**src/rtl/volume_button_encoder.sv**
```systemverilog
// volume_button_encoder: synchronizes and debounces the raw volume up/down
// buttons. It emits single-cycle step pulses on inc_dec, and auto-repeats
// while a single button is held.
//
// Ports:
//   clk      - system clock, rising edge
//   rst_n    - asynchronous active-low reset
//   btn_up   - raw up button (asynchronous, 1 = pressed)
//   btn_down - raw down button (asynchronous, 1 = pressed)
//   inc_dec  - registered step pulse: 2'b10 up, 2'b01 down, 2'b00 idle
module volume_button_encoder #(
  parameter int unsigned DEBOUNCE_CYCLES = 50000,
  parameter int unsigned REPEAT_DELAY    = 25000000,
  parameter int unsigned REPEAT_RATE     = 5000000
) (
  input  logic       clk,
  input  logic       rst_n,
  input  logic       btn_up,
  input  logic       btn_down,
  output logic [1:0] inc_dec
);

  localparam int unsigned CW = 26;
  localparam logic [CW-1:0] DB_LIM    = CW'(DEBOUNCE_CYCLES);
  localparam logic [CW-1:0] DELAY_LIM = CW'(REPEAT_DELAY);
  localparam logic [CW-1:0] RATE_LIM  = CW'(REPEAT_RATE);

  typedef enum logic [1:0] {
    IDLE    = 2'd0,
    DELAY   = 2'd1,
    REPEAT  = 2'd2,
    LOCKOUT = 2'd3
  } state_t;

  // Bit 1 carries the up button, bit 0 the down button, matching inc_dec.
  logic [1:0]    sync1;
  logic [1:0]    sync2;
  logic [1:0]    level;
  logic [CW-1:0] db_cnt [2];

  state_t        state;
  state_t        state_nxt;
  logic [CW-1:0] rpt_cnt;
  logic [CW-1:0] rpt_cnt_nxt;
  logic [CW-1:0] rpt_inc;
  logic [CW-1:0] rpt_lim;
  logic          dir;
  logic          dir_nxt;
  logic          pulse_nxt;
  logic          held;
  logic          opposite;
  logic          pulse_busy;

  // Two-flop synchronizer followed by per-button stable-count debounce.
  always_ff @(posedge clk or negedge rst_n) begin
    if (!rst_n) begin
      sync1     <= 2'b00;
      sync2     <= 2'b00;
      level     <= 2'b00;
      db_cnt[0] <= '0;
      db_cnt[1] <= '0;
    end else begin
      sync1 <= {btn_up, btn_down};
      sync2 <= sync1;
      for (int i = 0; i < 2; i++) begin
        if (sync2[i] == level[i]) begin
          db_cnt[i] <= '0;
        end else if (CW'(db_cnt[i] + CW'(1)) >= DB_LIM) begin
          level[i]  <= sync2[i];
          db_cnt[i] <= '0;
        end else begin
          db_cnt[i] <= CW'(db_cnt[i] + CW'(1));
        end
      end
    end
  end

  // FSM state, repeat counter, direction and the registered pulse.
  always_ff @(posedge clk or negedge rst_n) begin
    if (!rst_n) begin
      state   <= IDLE;
      rpt_cnt <= '0;
      dir     <= 1'b0;
      inc_dec <= 2'b00;
    end else begin
      state   <= state_nxt;
      rpt_cnt <= rpt_cnt_nxt;
      dir     <= dir_nxt;
      inc_dec <= pulse_nxt ? (dir_nxt ? 2'b10 : 2'b01) : 2'b00;
    end
  end

  // Next-state logic: release and lockout outrank a pulse due on the same edge.
  always_comb begin
    state_nxt   = state;
    rpt_cnt_nxt = rpt_cnt;
    dir_nxt     = dir;
    pulse_nxt   = 1'b0;
    held        = dir ? level[1] : level[0];
    opposite    = dir ? level[0] : level[1];
    rpt_inc     = CW'(rpt_cnt + CW'(1));
    rpt_lim     = (state == DELAY) ? DELAY_LIM : RATE_LIM;
    pulse_busy  = |inc_dec;

    case (state)
      IDLE: begin
        if (level == 2'b11) begin
          state_nxt = LOCKOUT;
        end else if (level != 2'b00) begin
          dir_nxt     = level[1];
          pulse_nxt   = 1'b1;
          rpt_cnt_nxt = '0;
          state_nxt   = DELAY;
        end
      end
      DELAY, REPEAT: begin
        if (!held) begin
          state_nxt   = IDLE;
          rpt_cnt_nxt = '0;
        end else if (opposite) begin
          state_nxt   = LOCKOUT;
          rpt_cnt_nxt = '0;
        end else if (rpt_inc >= rpt_lim) begin
          // A due pulse waits one cycle if the previous pulse is still out,
          // so inc_dec never stays nonzero on back-to-back cycles.
          if (!pulse_busy) begin
            pulse_nxt   = 1'b1;
            rpt_cnt_nxt = '0;
            state_nxt   = REPEAT;
          end
        end else begin
          rpt_cnt_nxt = rpt_inc;
        end
      end
      LOCKOUT: begin
        if (level == 2'b00) begin
          state_nxt = IDLE;
        end
      end
      default: begin
        state_nxt   = IDLE;
        rpt_cnt_nxt = '0;
      end
    endcase
  end

endmodule

```
**config.mk**
```make
export PLATFORM = sky130hd
export DESIGN_NAME = volume_button_encoder
export DESIGN_NICKNAME = d
export VERILOG_FILES = /design/src/rtl/volume_button_encoder.sv
export SDC_FILE = /design/constraint.sdc
export NUM_CORES = 1
export LEC_CHECK = 0
export ABC_AREA = 1
export BUFFER_PORTS_ARGS = -buffer_cell sky130_fd_sc_hd__buf_2
export CAP_MARGIN = 20
export CORE_ASPECT_RATIO = 1.2
export CORE_UTILIZATION = 29
export CTS_CLUSTER_SIZE = 28
export DETAILED_ROUTE_END_ITERATION = 12
export SYNTH_ARGS = -nofsm -noshare
export SYNTH_HDL_FRONTEND = slang
export SYNTH_SLANG_ARGS = --single-unit
```
**constraint.sdc**
```tcl
create_clock -name clk -period 7.8 [get_ports clk]
set_input_delay 0.39 -clock clk [delete_from_list [all_inputs] [get_ports clk]]
set_output_delay 0.39 -clock clk [all_outputs]
set_load 0.01 [all_outputs]
```
==> impl_results.md, run 1 <==
- Status: complete, no violations
- GPL Wtd Cong: 0.861
- Combinational family with the most area after synthesis: simple AND/OR/NAND/NOR gates
- Worst hold endpoint: sync1[0]$_DFF_PN0_
- # setup viols final: 0
- Setup TNS: 0 ns
- Most frequent cell after synthesis: nand2_1
- PortBufs: 5
- Syn Std Cell Area: approximately 0.0056 sq mm
- Post-synthesis simple-gate area fraction: 37.0%
- Clock slew at reported path FFs: 0.07 ns
- Post-synthesis adder-cell area fraction: about 4%
- Hold Path Depth: 1
- Die Wd: 129 um
- Maximum achievable frequency: 289 MHz
- Wire length per cell: around 11 um
- Number of diodes: 0
- GRT Total Usage: roughly 12%
- PostCTS Resize Cnt: 0
- Wire length on met3: 208 um
- Final ANT Viol Nets: 0
- Distinct cells, synth: 37
- Register area share after synthesis: approximately two fifths
- Final Critical Period: around 3.5 ns
- Met1 Wirelength: ~5300 um
- DR vias/cell: about 4.3
- Core ar.: 0.0189 sq mm
- Clock sink total: 89
- Die Height: 154 um
- Placed instance area: just under 0.006 sq mm
- TritonCTS clock tree: done
- DRT iter0 DRCs: 198
- Top cells by area, synth: dfrtp_1 (40%), nand2_1 (15%), nor2_1 (8.2%)
- Root buffer cell: clkbuf_16
- Register bit total from synthesis: between 80 and 90
- Max-cap violations: 0
- Max_slew headroom: 38.2%
- Startpoint types: register
- Num ports: 6
- Vias in the first global route: 4372
- R2R Path Start: rpt_cnt[1]$_DFFE_PN0P_
- First-pass GRT wire length: 19900 um
- Reg2Reg Depth: 18
- FF-to-FF setup slack: 4.33 ns
- Slew Viols, Final: 0
- DPL Wire Length: just over 8000 um
- Filler instances: 2049
- Clock Latency Late Sink: 0.35 ns
- Synth Area in Compound Gates: between 3 and 4%
- Max rail drop VDD: 0.127 mV
- GRT overflow: 0
- DRC viols: 0
- Clock skew: 0.00473 ns
- Synth Instances: 757
- Nets: 808
- Fin util: approximately 33%
- Initial Util: between 20% and 30%
- EDFF count, synth: 0
- CP Max Fanout: 26
- Final Hold Viols: 0
- Synthesis warning total: 0
- Drt pass-1 iters: 6
- Area grow syn2layout: 11.6%
- Antenna violations before repair: 0
- Post-route clock period utilization: 44.4%
- Clk buf depth: 2
- CP Capture Type: register
- Asr flop ratio synth: 100%
- Crit path DAT: 3.73 ns
- Slew @ Worst Pin: just over 0.9 ns
- Area of the die: 0.0198 sq mm
- Final Cell Area: 0.00623 sq mm
- Critical path class: reg -> reg
- Mux cell area share after synthesis: 0%
- Post-synth top area share: 39.9%
- Hold Crit Class: in -> reg
- Fraction of layout cells with a size suffix above 1: around 7.7%
- R2R Path End: state[0]$_DFFE_PN0P_
- Htree depth: 3
- Synth area leader: dfrtp_1
- Most instantiated cells after synthesis: nand2_1 (230), nor2_1 (122), dfrtp_1 (89)
- Routed WL: 11100 um
- Crit path launch: rpt_cnt[1]$_DFFE_PN0P_
- Leak: about 2.8 nW
- Min-Delay Startpoint: btn_down
- CTS buffer count: 9
- RSZ-0062 raised after global routing: no
- Main flop type after synthesis: dfrtp_1
- Post-Synth XOR/XNOR Area: ~8.3%
- Average cell area after synthesis: 7.37 sq um
- Via Count: between 4000 and 5000
- Std cell rows: 55
- Pin count of the biggest net entering global routing: 75
- Crit path required time: 8.07 ns
- Met2 wire length: 5390 um
- Pwr dens: 194 mW/mm^2
- Max Used Layer: met4
[metrics by stage]
stage          power [mW]  std cells  hold WS (ns)  setup slack [ns]
6_report             1.21       1047         0.143              4.33
5_1_grt              1.29       1047         0.124              3.89
2_1_floorplan       0.760        776        0.0944              5.02
3_3_place_gp        0.793       1030         0.260              4.50
3_5_place_dp        0.797       1030         0.260              4.38
4_1_cts              1.23       1047         0.129              4.32
[cell type report]
type	count	area [sq um]	area share, %
multi-input cells	589	3010	48.4
clock buffers	9	225	3.62
inverters	90	338	5.42
clock inverters	7	61.3	0.984
well taps	256	320	5.14
flip-flops and latches	89	2230	35.8
repair buffers	7	45.0	0.723
[power breakdown]
part	leakage [nW]	total (mW)	switching [mW]	internal, mW
registers	1.18	0.501	0.0193	0.482
clock network	0.141	0.426	0.203	0.223
logic	1.47	0.280	0.207	0.0728
total	2.78	1.21	0.429	0.778
[layer usage]
layer / vias to the layer above / GRT usage [%]
met5: - / 0
met2: 28 / 21.2
met1: 2087 / 15.6
li1: 2399 / -
met3: 14 / 2.44
met4: 0 / 3.92
[registers in the layout, indices dropped and copies added (netlist names)]
name     cells
sync1        2
level        2
db_cnt      52
state        2
rpt_cnt     26
sync2        2
dir          1
inc_dec      2
[worst max-delay path by stage]
stage / end / slack, ns / depth (start not counted)
after detailed placement: state[0]$_DFFE_PN0P_ / 4.38 / 18
after floorplan: rpt_cnt[20]$_DFFE_PN0P_ / 5.02 / 19
after global routing: state[0]$_DFFE_PN0P_ / 3.89 / 18
final: state[0]$_DFFE_PN0P_ / 4.33 / 18
after CTS: state[0]$_DFFE_PN0P_ / 4.32 / 18
after global placement: state[1]$_DFFE_PN0P_ / 4.50 / 18
[layout by cell type, fill, tap and decap left out, drive strengths merged]
cell and n:
a21boi 2, a21o 1, a21oi 5, a221o 1, and2 4, buf 6
clkbuf 9, clkinv 3, clkinvlp 1, conb 20, dfrtp 89, dlygate4sd3 1
ha 18, inv 93, nand2 238, nand3 40, nand3b 3, nand4 22
nor2 142, nor3 15, nor3b 2, nor4 2, o21a 1, o21ai 18
o21bai 2, xnor2 14, xor2 39
[cells by family (layout without fill, tap and decap cells)]
logic type	after synthesis	count (layout)
AOI/OAI and AO/OA	30	30
xor gates and xnor gates	53	53
adders and majority gates	18	18
buffers and inverters	98	113
DFF	89	89
other	1	20
and+or+nand+nor	468	468
[critical path, stage by stage (launching register included)]
cell and delay, ns:
dfrtp_1 0.42, ha_1 0.26, nand2_2 0.12, nor2_4 0.26
nand4_1 0.15, nor2_1 0.20, nand2_1 0.09, xor2_1 0.19
inv_1 0.07, ha_1 0.31, nand3_1 0.09, nand2_1 0.05
nor2_1 0.08, nand2_1 0.09, nor2_4 0.15, nand3_2 0.44
nand2_1 0.29, nand2_1 0.08, o21ai_0 0.08
[repair_timing]
item | 4_1_cts | 5_1_grt
setup buffers | 0 | 0
hold endpoints to repair | 15 | 0
hold buffers | 1 | 0
Note: power is estimated with default switching activity, not from simulation.
==> run 2: changes to the inputs <==
--- a/config.mk
+++ b/config.mk
@@ -5,7 +5,7 @@
 export SDC_FILE = /design/constraint.sdc
 export NUM_CORES = 1
 export LEC_CHECK = 0
-export ABC_AREA = 1
+export ABC_AREA = 0
 export BUFFER_PORTS_ARGS = -buffer_cell sky130_fd_sc_hd__buf_2
 export CAP_MARGIN = 20
 export CORE_ASPECT_RATIO = 1.2
==> constraint.sdc (replaced) <==
create_clock -name clk -period 2.8 [get_ports clk]
set_input_delay 0.14 -clock clk [delete_from_list [all_inputs] [get_ports clk]]
set_output_delay 0.14 -clock clk [all_outputs]
set_load 0.01 [all_outputs]
==> impl_results.md, run 2 <==
- Status: finished with violations
- Failing checks: negative setup slack
- Main flop type after synthesis: dfrtp_1
- R2R Path End: rpt_cnt[2]$_DFFE_PN0P_
- Post-synthesis simple-gate area fraction: 27.1%
- Clock skew: approximately 0.011 ns
- Vias in the first global route: 4764
- Reg2Reg Depth: 15
- Pre-CTS setup slack: -0.609 ns
- DR vias/cell: 4.85
- Register bit total from synthesis: 89
- Largest reg by FF count: db_cnt
- Distinct cells, synth: 70
- Clock slew at reported path FFs: roughly 0.070 ns
- Die Height: 153 um
- Clk buf depth: 2
- Synth Area in Compound Gates: 13.7%
- Area of the multi-input gates: approximately 0.0036 sq mm
- Synth area leader: dfrtp_1
- GRT overflow: 0
- Pin count of the biggest net entering global routing: 58
- Total power: 4.21 mW
- First-pass GRT wire length: approximately 23000 um
- Slew @ Worst Pin: 0.715 ns
- Post-route clock period utilization: 116%
- Max_slew headroom: 52.3%
- Most instantiated cells after synthesis: dfrtp_1 (89), nor2_1 (69), nand2_1 (66)
- Final Cell Area: 0.00757 sq mm
- Drt pass-1 iters: 5
- Slew Viols, Final: 0
- Crit-path most repeated cell: buf_12
- Final worst setup slack: -0.439 ns
- Max rail drop VDD: 0.306 mV
- Number of diodes: 0
- Final Critical Period: roughly 3.2 ns
- Routed WL: between 10000 and 15000 um
- Core ar.: 0.0184 sq mm
- Combinational family with the most area after synthesis: simple AND/OR/NAND/NOR gates
- Worst hold endpoint: sync2[1]$_DFF_PN0_
- Area of the die: 0.0195 sq mm
- DRC viols: 0
- Maximum achievable frequency: slightly above 300 MHz
- Crit path max-delay cell type: or3_4
- Regs by FF count: db_cnt x52, rpt_cnt x26
- Fin util: 41.2%
- Startpoint types: register
- Largest register FFs: 52
- # setup viols final: 30
- Mux cell area share after synthesis: 1.57%
- Std cell rows: 54
- Wire length per cell: 13.8 um
- CP Capture Type: register
- Filler instances: between 1500 and 2000
- Area grow syn2layout: 37.6%
- Syn Std Cell Area: 0.00550 sq mm
- Nets: 757
- Leading cell type in the layout, fill and taps excluded: buf_4
- Max-cap violations: 0
- Top cells by area, synth: dfrtp_1 (40%), xnor2_1 (5.1%), nor2_1 (4.7%)
- Pwr dens: 555 mW/mm^2
- Clock Latency Late Sink: around 0.35 ns
- Antenna violations before repair: 0
- TritonCTS clock tree: done
- Sequential cell area: around 0.0022 sq mm
- Final Hold Viols: 0
- DPL Wire Length: 9120 um
- Final ANT Viol Nets: 0
- Crit path DAT: 3.47 ns
- RSZ-0062 raised after global routing: yes
- Synth Instances: 612
- PortBufs: 5
- Placed instance area: 0.00662 sq mm
- Critical path class: reg -> reg
- Asr flop ratio synth: 100%
- CTS buffer count: 9
- GRT Total Usage: 14.6%
- Clock sink total: 89
- Fraction of layout cells with a size suffix above 1: between 30% and 40%
- Post-Synth XOR/XNOR Area: 8.25%
- Die Wd: 128 um
- Post-synthesis adder-cell area fraction: 4.27%
- Cell Chain, Critical Path: nand2_1 -> or3_4 -> nor2_4 -> xnor2_2 -> inv_2 -> ha_4 -> a21oi_1 -> o21ai_0 -> a41o_1 -> o2111ai_4 -> buf_6 -> a31oi_4 -> buf_12 -> buf_12 -> a221o_1
- Synthesis warning total: 0
- FF-to-FF setup slack: -0.44 ns
- CP Max Fanout: 7
- Max incr delay on CP: 0.42 ns
- Hold Crit Class: reg -> reg
- Post-synth top area share: about two fifths
- Initial Util: 29.9%
- Leak: 3.12 nW
- Average cell area after synthesis: 8.99 sq um
- Final Hold Slack: 0.354 ns
- GPL Wtd Cong: 0.846
- Min-Delay Startpoint: sync1[1]$_DFF_PN0_
- Hold Path Depth: 0
- Register area share after synthesis: 40.5%
- Root buffer cell: clkbuf_16
- Most frequent cells in the layout: buf_4 (97), dfrtp_1 (82), nand2_1 (65)
- Via Count: 4803
- Crit path required time: ~3.0 ns
- R2R Path Start: rpt_cnt[5]$_DFFE_PN0P_
- DRT iter0 DRCs: 256
- Htree depth: 3
- EDFF count, synth: 0
- Num ports: 6
- Most frequent cell after synthesis: dfrtp_1
[run 2: changes by cell type after synthesis, sizes merged, moves of 17 or more]
cell / change
nand2: -172
nor2: -73
inv: -65
xor2: -21
xnor2: +19
nor3: +17
[run 2: kinds of logic after synthesis]
logic type | count (synthesis)
and+or+nand+nor | 287
AOI/OAI and AO/OA | 104
DFF | 89
buffers and inverters | 53
xor gates and xnor gates | 51
adders and majority gates | 19
muxes | 8
other | 1
[run 2: routing by layer]
layer,track usage [%],vias to the layer above,wire (um)
met2,24.7,75,6720
met5,0,-,0
met1,17.9,2269,6190
li1,-,2430,-
met3,3.19,29,362
met4,5.60,0,421
[run 2: how the worst max path moves through the flow]
stage                           start                 endpoint  slack (ns)  cells after the start
2_1_floorplan  rpt_cnt[0]$_DFFE_PN0P_  rpt_cnt[12]$_DFFE_PN0P_       -0.23                     16
3_3_place_gp   rpt_cnt[1]$_DFFE_PN0P_   rpt_cnt[2]$_DFFE_PN0P_       -0.59                     14
3_5_place_dp   rpt_cnt[1]$_DFFE_PN0P_  rpt_cnt[22]$_DFFE_PN0P_       -0.61                     14
4_1_cts        rpt_cnt[4]$_DFFE_PN0P_  rpt_cnt[20]$_DFFE_PN0P_       -0.45                     18
5_1_grt        rpt_cnt[5]$_DFFE_PN0P_   rpt_cnt[2]$_DFFE_PN0P_       -0.52                     14
6_report       rpt_cnt[5]$_DFFE_PN0P_   rpt_cnt[2]$_DFFE_PN0P_       -0.44                     15
[run 2: metrics by stage]
step | TNS, ns | cells
global route | -13.91 | 991
detailed placement | -13.27 | 949
floorplan | -4.98 | 631
CTS | -12.12 | 981
global placement | -13.19 | 949
finish | -10.67 | 991
[run 2: power breakdown]
group | internal, mW | switching, mW
Combinational | 0.765 | 0.890
Clock | 0.627 | 0.528
Sequential | 1.34 | 0.0514
Total | 2.74 | 1.47
[run 2: repair_timing]
item | in CTS | in global routing
pin swaps | 19 | 38
hold endpoints to repair | 57 | 0
endpoints found under the setup margin | 30 | 62
hold buffers | 3 | 0
setup buffers | 12 | 14
gates resized for setup | 38 | 59
gates cloned | 2 | 1
[run 2: layout make-up]
type                       instances  area share [%]
timing repair buffer             123            13.9
tap                              252            4.16
inverter                          23            1.14
clock inverter                     5           0.512
multi-input combinational        489            47.6
sequential                        89            29.5
clock buffer                      10            3.16
[run 2: worst max-delay path: cells and delay by family, from the launching register on]
family,cells,cell delay (ns)
AOI/OAI and AO/OA,6,1.26
xor gates and xnor gates,1,0.13
DFF,1,0.38
buffers and inverters,4,0.50
and+or+nand+nor,3,0.65
adders and majority gates,1,0.22
==> run 3: changes to the inputs <==
==> constraint.sdc (replaced) <==
create_clock -name clk -period 3.8 [get_ports clk]
set_input_delay 0.19 -clock clk [delete_from_list [all_inputs] [get_ports clk]]
set_output_delay 0.19 -clock clk [all_outputs]
set_load 0.01 [all_outputs]
==> impl_results.md, run 3 (synthesis results as in run 2) <==
- # setup viols final: 0
- Antenna violations before repair: 0
- Fraction of layout cells with a size suffix above 1: 11.2%
- Clock slew at reported path FFs: 0.06 ns
- Core ar.: 0.0184 sq mm
- Maximum achievable frequency: around 280 MHz
- Setup TNS: 0 ns
- Die Height: 153 um
- Initial Util: 29.9%
- Critical path class: reg -> reg
- Htree depth: 3
- Slew @ Worst Pin: 0.829 ns
- Clock skew: 0.00757 ns
- First-pass GRT wire length: 20300 um
- Pwr dens: 399 mW/mm^2
- Drt pass-1 iters: 5
- Final Critical Period: 3.53 ns
- Max_slew headroom: about 45%
- GPL Wtd Cong: 0.894
- Leak: 2.59 nW
- Hold Crit Class: reg -> reg
- Root buffer cell: clkbuf_16
- Number of diodes: 0
- Via Count: roughly 4500
- Wire length per cell: 13.0 um
- Nets: 670
- GRT Total Usage: 12.8%
- DRC viols: 0
- Max rail drop VDD: ~0.24 mV
- CP Capture Type: register
- Final ANT Viol Nets: 0
- Crit path required time: 4.04 ns
- Pin count of the biggest net entering global routing: 67
- Hold Path Depth: 0
- Die Wd: about 130 um
- Post-route clock period utilization: 93.0%
- Clock Latency Late Sink: 0.35 ns
- Max-cap violations: 0
- DPL Wire Length: 8400 um
- Area of the die: 0.0195 sq mm
- Vias in the first global route: between 4000 and 5000
- Final Hold Viols: 0
- CP Max Fanout: 10
- DR vias/cell: ~4.9
- Most frequent cells in the layout: dfrtp_1 (86), nor2_1 (68), nand2_1 (66)
- Leading cell type in the layout, fill and taps excluded: dfrtp_1
- Std cell rows: 54
- Num ports: 6
- Crit path DAT: 3.77 ns
- Regs by FF count: db_cnt x52, rpt_cnt x26
- Filler instances: 1954
- Slew Viols, Final: 0
- RSZ-0062 raised after global routing: no
- Largest register FFs: 52
- PortBufs: 5
- Clk buf depth: 2
- DRT iter0 DRCs: 315
- CTS buffer count: 9
- GRT overflow: 0
- Area grow syn2layout: 14.4%
- Reg2Reg Depth: 12
- Clock sink total: 89
- Status: complete, no violations
- Total power: 2.51 mW
- TritonCTS clock tree: done
- Startpoint types: register
- Routed WL: approximately 12000 um
- Largest reg by FF count: db_cnt
## run 3: cell types whose count changed in the layout (fill, tap and decap cells not counted), sizes merged
cell	before	now
inv	25	24
clkinv	2	1
clkbuf	11	12
buf	119	33
## run 3: worst paths after layout
kind,from,to,slack (ns)
worst min-delay path,sync1[1]$_DFF_PN0_,sync2[1]$_DFF_PN0_,0.35
worst max register to register,rpt_cnt[5]$_DFFE_PN0P_,rpt_cnt[9]$_DFFE_PN0P_,0.27
worst max-delay path,rpt_cnt[5]$_DFFE_PN0P_,rpt_cnt[9]$_DFFE_PN0P_,0.27
max in group asynchronous,rst_n,rpt_cnt[6]$_DFFE_PN0P_,2.47
worst min register to register,sync1[1]$_DFF_PN0_,sync2[1]$_DFF_PN0_,0.35
min in group asynchronous,rst_n,db_cnt[14]$_DFF_PN0_,0.48
## run 3: power by group
part	internal, mW	switching (mW)	total (mW)	leakage, nW
Combinational	0.215	0.405	0.620	1.28
Sequential	0.991	0.0426	1.03	1.17
Clock	0.479	0.377	0.857	0.135
Total	1.69	0.825	2.51	2.59
## run 3: stage by stage
step | instance area, sq um | cells | setup slack, ns | utilization [%] | hold WS [ns]
2_1_floorplan | 5570 | 631 | 0.487 | - | -0.106
3_3_place_gp | 5950 | 884 | 0.267 | 32.4 | 0.299
3_5_place_dp | 5950 | 884 | 0.179 | 32.4 | 0.300
4_1_cts | 6260 | 902 | 0.138 | 34.1 | 0.360
5_1_grt | 6290 | 904 | 0.0193 | 34.3 | 0.368
6_report | 6290 | 904 | 0.267 | 34.3 | 0.352
## run 3: final cells by class
type	count	area, sq um	area share [%]
multi-input combinational	489	3110	49.4
sequential	89	2230	35.4
tap	252	315	5.01
timing repair buffer	36	272	4.31
clock buffer	12	256	4.07
inverter	23	86.3	1.37
clock inverter	3	25.0	0.398
## run 3: routing by layer
metal	wire length (um)	vias up	track usage, %
met4	173	0	4.20
met3	353	15	3.08
li1	-	2253	-
met5	0	-	0
met1	5490	2128	16.3
met2	5780	56	21.2
## run 3: critical path, stage by stage (launching register included)
cell and delay (ns):
dfrtp_1 0.44, buf_4 0.18, nand4_1 0.18, or4_4 0.60, nor2_1 0.14, xnor2_1 0.15, inv_1 0.07, ha_1 0.29
a41o_1 0.20, o2111ai_2 0.32, nand3_4 0.14, or2_2 0.45, o31ai_1 0.27
## run 3: timing repair
item | in CTS | in global routing
setup endpoints to repair | 0 | 26
setup buffers | 0 | 2
endpoints found under the hold margin | 67 | 0
hold buffers | 3 | 0
resized for setup | 0 | 10
